===== src/rtl/cdb_arbiter.sv =====
// Common Data Bus arbiter: round-robin grant among functional units, registered
// broadcast of the winner's tag/value, and a saturating grant counter.
module cdb_arbiter #(
    parameter int NUM_UNITS = 4,
    parameter int TAG_W     = 4
) (
    input  logic                       clk,
    input  logic                       RST,
    input  logic                       stall,
    input  logic [NUM_UNITS-1:0]       req,
    input  logic [NUM_UNITS*32-1:0]    data,
    input  logic [NUM_UNITS*TAG_W-1:0] tag,
    output logic [NUM_UNITS-1:0]       ack,
    output logic                       cdb_valid,
    output logic [31:0]                cdb_data,
    output logic [TAG_W-1:0]           cdb_tag,
    output logic [15:0]                grant_count
);
    localparam int PTR_W = (NUM_UNITS > 1) ? $clog2(NUM_UNITS) : 1;

    logic [PTR_W-1:0] r_ptr;
    logic             r_cdbValid;
    logic [31:0]      r_cdbData;
    logic [TAG_W-1:0] r_cdbTag;
    logic [15:0]      r_grantCount;

    logic [PTR_W-1:0] w_idx;
    logic [PTR_W-1:0] w_winner;
    logic             w_found;
    logic             w_grant;
    logic [PTR_W-1:0] w_nextPtr;
    logic [31:0]      w_selData;
    logic [TAG_W-1:0] w_selTag;

    // Search upward from the pointer with wrap; first requester found wins.
    always_comb begin
        w_idx    = '0;
        w_winner = '0;
        w_found  = 1'b0;
        for (int k = 0; k < NUM_UNITS; k++) begin
            w_idx = PTR_W'((int'(r_ptr) + k) % NUM_UNITS);
            if (!w_found && req[w_idx]) begin
                w_found  = 1'b1;
                w_winner = w_idx;
            end
        end
    end

    assign w_grant   = w_found && !stall && !RST;
    assign w_nextPtr = (w_winner == PTR_W'(NUM_UNITS - 1)) ? '0 : w_winner + PTR_W'(1);

    always_comb begin
        ack       = '0;
        w_selData = '0;
        w_selTag  = '0;
        for (int i = 0; i < NUM_UNITS; i++) begin
            if (w_winner == PTR_W'(i)) begin
                ack[i]    = w_grant;
                w_selData = data[i*32 +: 32];
                w_selTag  = tag[i*TAG_W +: TAG_W];
            end
        end
    end

    always_ff @(posedge clk) begin
        if (RST) begin
            r_ptr        <= '0;
            r_cdbValid   <= 1'b0;
            r_cdbData    <= '0;
            r_cdbTag     <= '0;
            r_grantCount <= '0;
        end else if (w_grant) begin
            r_ptr      <= w_nextPtr;
            r_cdbValid <= 1'b1;
            r_cdbData  <= w_selData;
            r_cdbTag   <= w_selTag;
            if (r_grantCount != 16'hFFFF) begin
                r_grantCount <= r_grantCount + 16'd1;
            end
        end else begin
            // Without a grant the bus goes invalid but keeps its last payload.
            r_cdbValid <= 1'b0;
        end
    end

    assign cdb_valid   = r_cdbValid;
    assign cdb_data    = r_cdbData;
    assign cdb_tag     = r_cdbTag;
    assign grant_count = r_grantCount;

endmodule


===== config.mk =====
export PLATFORM = sky130hd
export DESIGN_NAME = cdb_arbiter
export DESIGN_NICKNAME = d
export VERILOG_FILES = /design/src/rtl/cdb_arbiter.sv
export SDC_FILE = /design/constraint.sdc
export NUM_CORES = 1
export LEC_CHECK = 0
export CORE_MARGIN = 1.5
export CORE_UTILIZATION = 28
export CTS_CLUSTER_SIZE = 12
export DETAILED_ROUTE_END_ITERATION = 6
export PLACE_DENSITY = 0.62
export SYNTH_ARGS = -nofsm -noshare
export SYNTH_HDL_FRONTEND = slang
export SYNTH_SLANG_ARGS = --single-unit

===== constraint.sdc =====
create_clock -name clk -period 2.5 [get_ports clk]
set_input_delay 0.25 -clock clk [delete_from_list [all_inputs] [get_ports clk]]
set_output_delay 0.25 -clock clk [all_outputs]
set_load 0.005 [all_outputs]

[Yosys cells after proc, flatten, opt, wreduce, memory -nomap -nowiden]
Cells that the tools add are included.
Word-level totals
  register bits after elaboration: 55
  output and inout bits: 57
  logic and storage cells: 60
  input port bits: 151
Operators by class
  magnitude comparators: 4
  equality and inequality tests: 4
  $add $sub $neg: 5
  reductions and logical operators: 12
  multiplexer cells: 30
Operator list (number)
  two-way mux 32 bit: 4
  adder 16 x 1 -> 16 bit (second input constant): 1
  two-way mux 4 bit: 4
  != test 16 bit (second input constant): 1
  two-way mux 1 bit: 13
  < comparator 2 x 3 -> 1 bit (second input constant): 4
  two-way mux 2 bit: 5
  binary-select mux 1 bit (select 2 bit): 4
  logical AND 1 bit: 5
  zero test 1 bit: 5
  adder 2 x 1 -> 2 bit (second input constant): 2
  adder 2 bit (second input constant): 2
  == test 2 bit (second input constant): 2
  == test 2 x 1 -> 1 bit (second input constant): 1
  zero test 2 bit: 1
  AND reduction 2 bit: 1

[Longest topological paths before layout]
  depth in word-level cells: 17
  depth in mapped cells: 11
  depth with buffers taken out: 9

[Worst setup path before layout]
No wires, ideal clock.
  kind: register -> register
  start point: register r_ptr[0]
  end point: register r_cdbData[31], in the netlist cdb_data[31]
  path slack: 0.345 ns
  path buffers: 2
  data required time: 2.430 ns
  period minus slack after synthesis: 2.155 ns
  cell stages (with the launch flop): 10
  data arrival time: 2.085 ns
  setup time: 0.070 ns
  path through: dfxtp_1 > nand2b_1 > a21oi_1 > a211oi_1 > ha_1 > clkbuf_1 > clkbuf_1 > a221oi_1 > a211o_1 > a21oi_1
Between the ends
  longest elaborated chain between the ends: 17
  elaborated cells between the ends (all ways): 35
  classes of those cells: 3 x add/sub; 3 x eq/ne; 20 x mux; 9 x reduce/logical
Ends and longest elaborated chain
  from (decl): RTL line 21  | logic [PTR_W-1:0] r_ptr;
  from (signal assigned): RTL line 73  | r_ptr <= w_nextPtr;
  branches (longest 17 deep; another with adder 2 x 1 -> 2 bit)
  to (signal assigned): RTL line 75  | r_cdbData <= w_selData;
  to (decl): RTL line 23  | logic [31:0] r_cdbData;
Several ways; the timed one is not identified. The select of a mux whose other input is x is not followed.
A chain may end at the register's enable or synchronous reset.

[Final worst setup path]
  start point: input port req[2]
  end point: output port ack[1]
Between the ends
  longest elaborated chain between the ends: 15
  elaborated cells between the ends (all ways): 26
  classes of those cells: 1 x eq/ne; 17 x mux; 8 x reduce/logical
Ends and longest elaborated chain
  from (decl): RTL line 10  | input logic [NUM_UNITS-1:0] req,
  binary-select mux 1 bit (select 2 bit): RTL line 42  | if (!w_found && req[w_idx]) begin
  two-way mux 1 bit (not written as such): RTL line 42
  two-way mux 1 bit: RTL line 42
  zero test 1 bit: RTL line 42
  logical AND 1 bit: RTL line 42
  two-way mux 1 bit: RTL line 42
  zero test 1 bit: RTL line 42
  logical AND 1 bit: RTL line 42
  two-way mux 1 bit: RTL line 42
  zero test 1 bit: RTL line 42
  logical AND 1 bit: RTL line 42
  two-way mux 1 bit: RTL line 42
  logical AND 1 bit (2 in series): RTL line 49  | assign w_grant = w_found && !stall && !RST;
  two-way mux 1 bit (*): RTL line 57  | if (w_winner == PTR_W'(i)) begin
  to (decl): RTL line 13  | output logic [NUM_UNITS-1:0] ack,
Mark *: on every way between the ends. The rest lies on a longest branch, timed or not. The select of a mux whose other input is x is not followed.

==> metrics.yaml <==
yosysMostFrequentCell: "a21oi_1"
layout-drive-gt1-share_pct: 6.120
synth_cell_types: 37
cts_tree: "done"
antenna_left: 0
synth_top_area_share_pct: 31.88
cp.arrival_ns: 2.14
synth_edf_count: 0
hold_viol: 0
worstSetupPathType: "in -> out"
drc: 0
crit_fanout: 4
synth-simple-area-share_pct: 16.27
dieArea_um2: 13010
synth_top_family_by_area: "compound AO/OA/AOI/OAI gates"
seq_area_frac_synth_pct: 31.88
final-max-slew-violation-count: 0
rr_worst_depth: 10
fill_cells: 1204
routed_wl_mm: 12.83
tightest_slew_ns: 0.4570
numCtsBuffers: 5
synthTopCellsByArea: "dfxtp_1, a21oi_1, o21ai_0, nand2_1, inv_1"
fp-row-count: 40
dr.pass1.iters: 4
p_total_uw: 2909
power_frac_comb_pct: 40.2
gp_congestion: 0.8508
worst_slack_ns: 0.1109
grt_util_all_layers_pct: 18.90
ys_warn_count: 0
die_y_um: 114.1
max-cap-violations: 0
dp.cells: 858
min_path_cells: 2
syn_inst: 524
multi_input_area_um2: 2002
yosys.area.top_type: "dfxtp_1"
finalHoldWorstSlack_ns: 0.5111
viasPerCell: 5.118
cts_sinks: 55
antenna_found_initial: 0
critPathCaptureType: "output port"
syn_nets: 680
syn_area_per_cell_um2: 6.590
start_kind: "input pin"
muxShareOfSynthArea_pct: 0
p_switching_uw: 940.3
min_path_type: "reg -> reg"
fin_nets: 874
setup_viol: 0
max_freq_mhz: 418.6
clockPowerShare_pct: 24.9
die_w_um: 114.1
top_level_ports: 208
ys_async_sr_fraction_pct: 0
sequentialPowerShare_pct: 34.9
clock_path_buffers: 2
grt_pass1_vias: 4153
path_clk_slew_ns: 0.07
post-route-period-util_pct: 95.57
utilization_pct: 49.17
overflow: 0
cts_htree_levels: 2
port-buffer-count: 207
post-place-ws_ns: -0.1068
syn_area_um2: 3453
peakVddDrop_mv: 0.2816
power.leakage_uw: 0.002306
period_minus_slack_ns: 2.389
p_sw_share_pct: 32.32
area_delta_synth_final_pct: 71.01
grt_max_degree: 45
wl_per_cell_um: 14.82
power.density_nw_per_um2: 492.7
ys_ff_latch: 55
yosys.area_share.adder_pct: 1.812
antennaDiodeCount: 0
post-cts-setup-buffers: 0
clock_latency_ns: 0.30
hold_buffers: 0
outcome: "finished clean"
grt_pass1_wl_mm: 19.89
clock_skew_ns: 0.007263
start_util_pct: 28.75
drt-initial-drc-count: 274
dr_total_vias: 4432
synth.top_cells.by_count: "a21oi_1, nand2_1, o21ai_0"
maxSlewHeadroom_pct: 69.53
rsz0062_at_grt: "no"
dp_hpwl_mm: 9.755
p_int_uw: 1969
cts-root-buf: "clkbuf_16"
core_area_um2: 12010
final-seq-area_um2: 1101
stdcell_count: 866
worstPathRequired_ns: 2.25
synth_xor_area_share_pct: 0
synth_compound_area_share_pct: 39.28
synth_top_flop_cell: "dfxtp_1"
-- per-layer routing --
layer	up-vias	part of all wire (%)	track usage, %
li1	2229	-	-
met1	2014	44	23.87
met2	177	47	32.85
met3	12	7.2	4.235
met4	0	1.1	4.333
met5	-	0	0
-- through the flow --
stage	TNS, ns	area (um^2)
global placement	-0.01702	5744
CTS	0	5901
detailed placement	-0.4222	5744
floorplan	0	3453
finish	0	5906
global route	0	5906
-- registers in the layout, summed over array words and instances, names as in the netlist --
name,count
cdb_data,32
cdb_tag,4
cdb_valid,1
grant_count,16
r_ptr,2
-- logic make-up after synthesis --
kind of cell / count (synthesis)
adder cells (fa/ha/maj): 5
buffers and inverters: 92
AND/OR/NAND/NOR: 119
flip-flops: 55
AO/OA/AOI/OAI: 253
-- final timing paths --
path                from            to  slack, ns
min reg2reg  cdb_data[2]   cdb_data[2]       0.51
min          cdb_data[2]   cdb_data[2]       0.51
max               req[2]        ack[1]       0.11
max reg2reg     r_ptr[1]  cdb_data[31]       0.37
-- what timing repair did --
action                                 CTS  global route
pin swaps                                0             1
endpoints found under the hold margin    0             0
gates cloned                             0             0
setup endpoints to repair                3             3
gates resized for setup                  3             2
-- cells in the final DEF (no fill, tap or decap), drive strengths merged, types with 6 or more instances in the layout --
| cell type | count |
|---|---|
| a21oi | 154 |
| buf | 26 |
| clkdlybuf4s50 | 204 |
| dfxtp | 55 |
| inv | 45 |
| nand2 | 76 |
| nand3 | 8 |
| o21ai | 71 |
| o311ai | 6 |
| o31ai | 7 |
| o41ai | 6 |
| or4 | 9 |
-- critical path, cell delays in order --
cell             delay [ns]
clkdlybuf4s50_1        0.45
inv_1                  0.11
o22ai_1                0.10
a211oi_2               0.23
buf_4                  0.16
ha_2                   0.19
and3_1                 0.15
clkdlybuf4s50_1        0.50
-- power groups by stage --
stage / clock (uW) / sequential, uW / combinational [uW]
after CTS: 751 / 1020 / 1180
after global routing: 778 / 1030 / 1290
after floorplan: 0 / 1030 / 537
after detailed placement: 0 / 1040 / 1170
after global placement: 0 / 1030 / 1160
final: 724 / 1020 / 1170
-- cell type report --
type / count / share of cell area (%)
sequential: 55 / 18.64
clock inverter: 3 / 0.4237
inverter: 46 / 2.924
clock buffer: 5 / 2.119
tap: 147 / 3.114
multi-input combinational: 377 / 33.90
timing repair buffer: 233 / 38.88
Note: power is estimated with default switching activity, not from simulation.
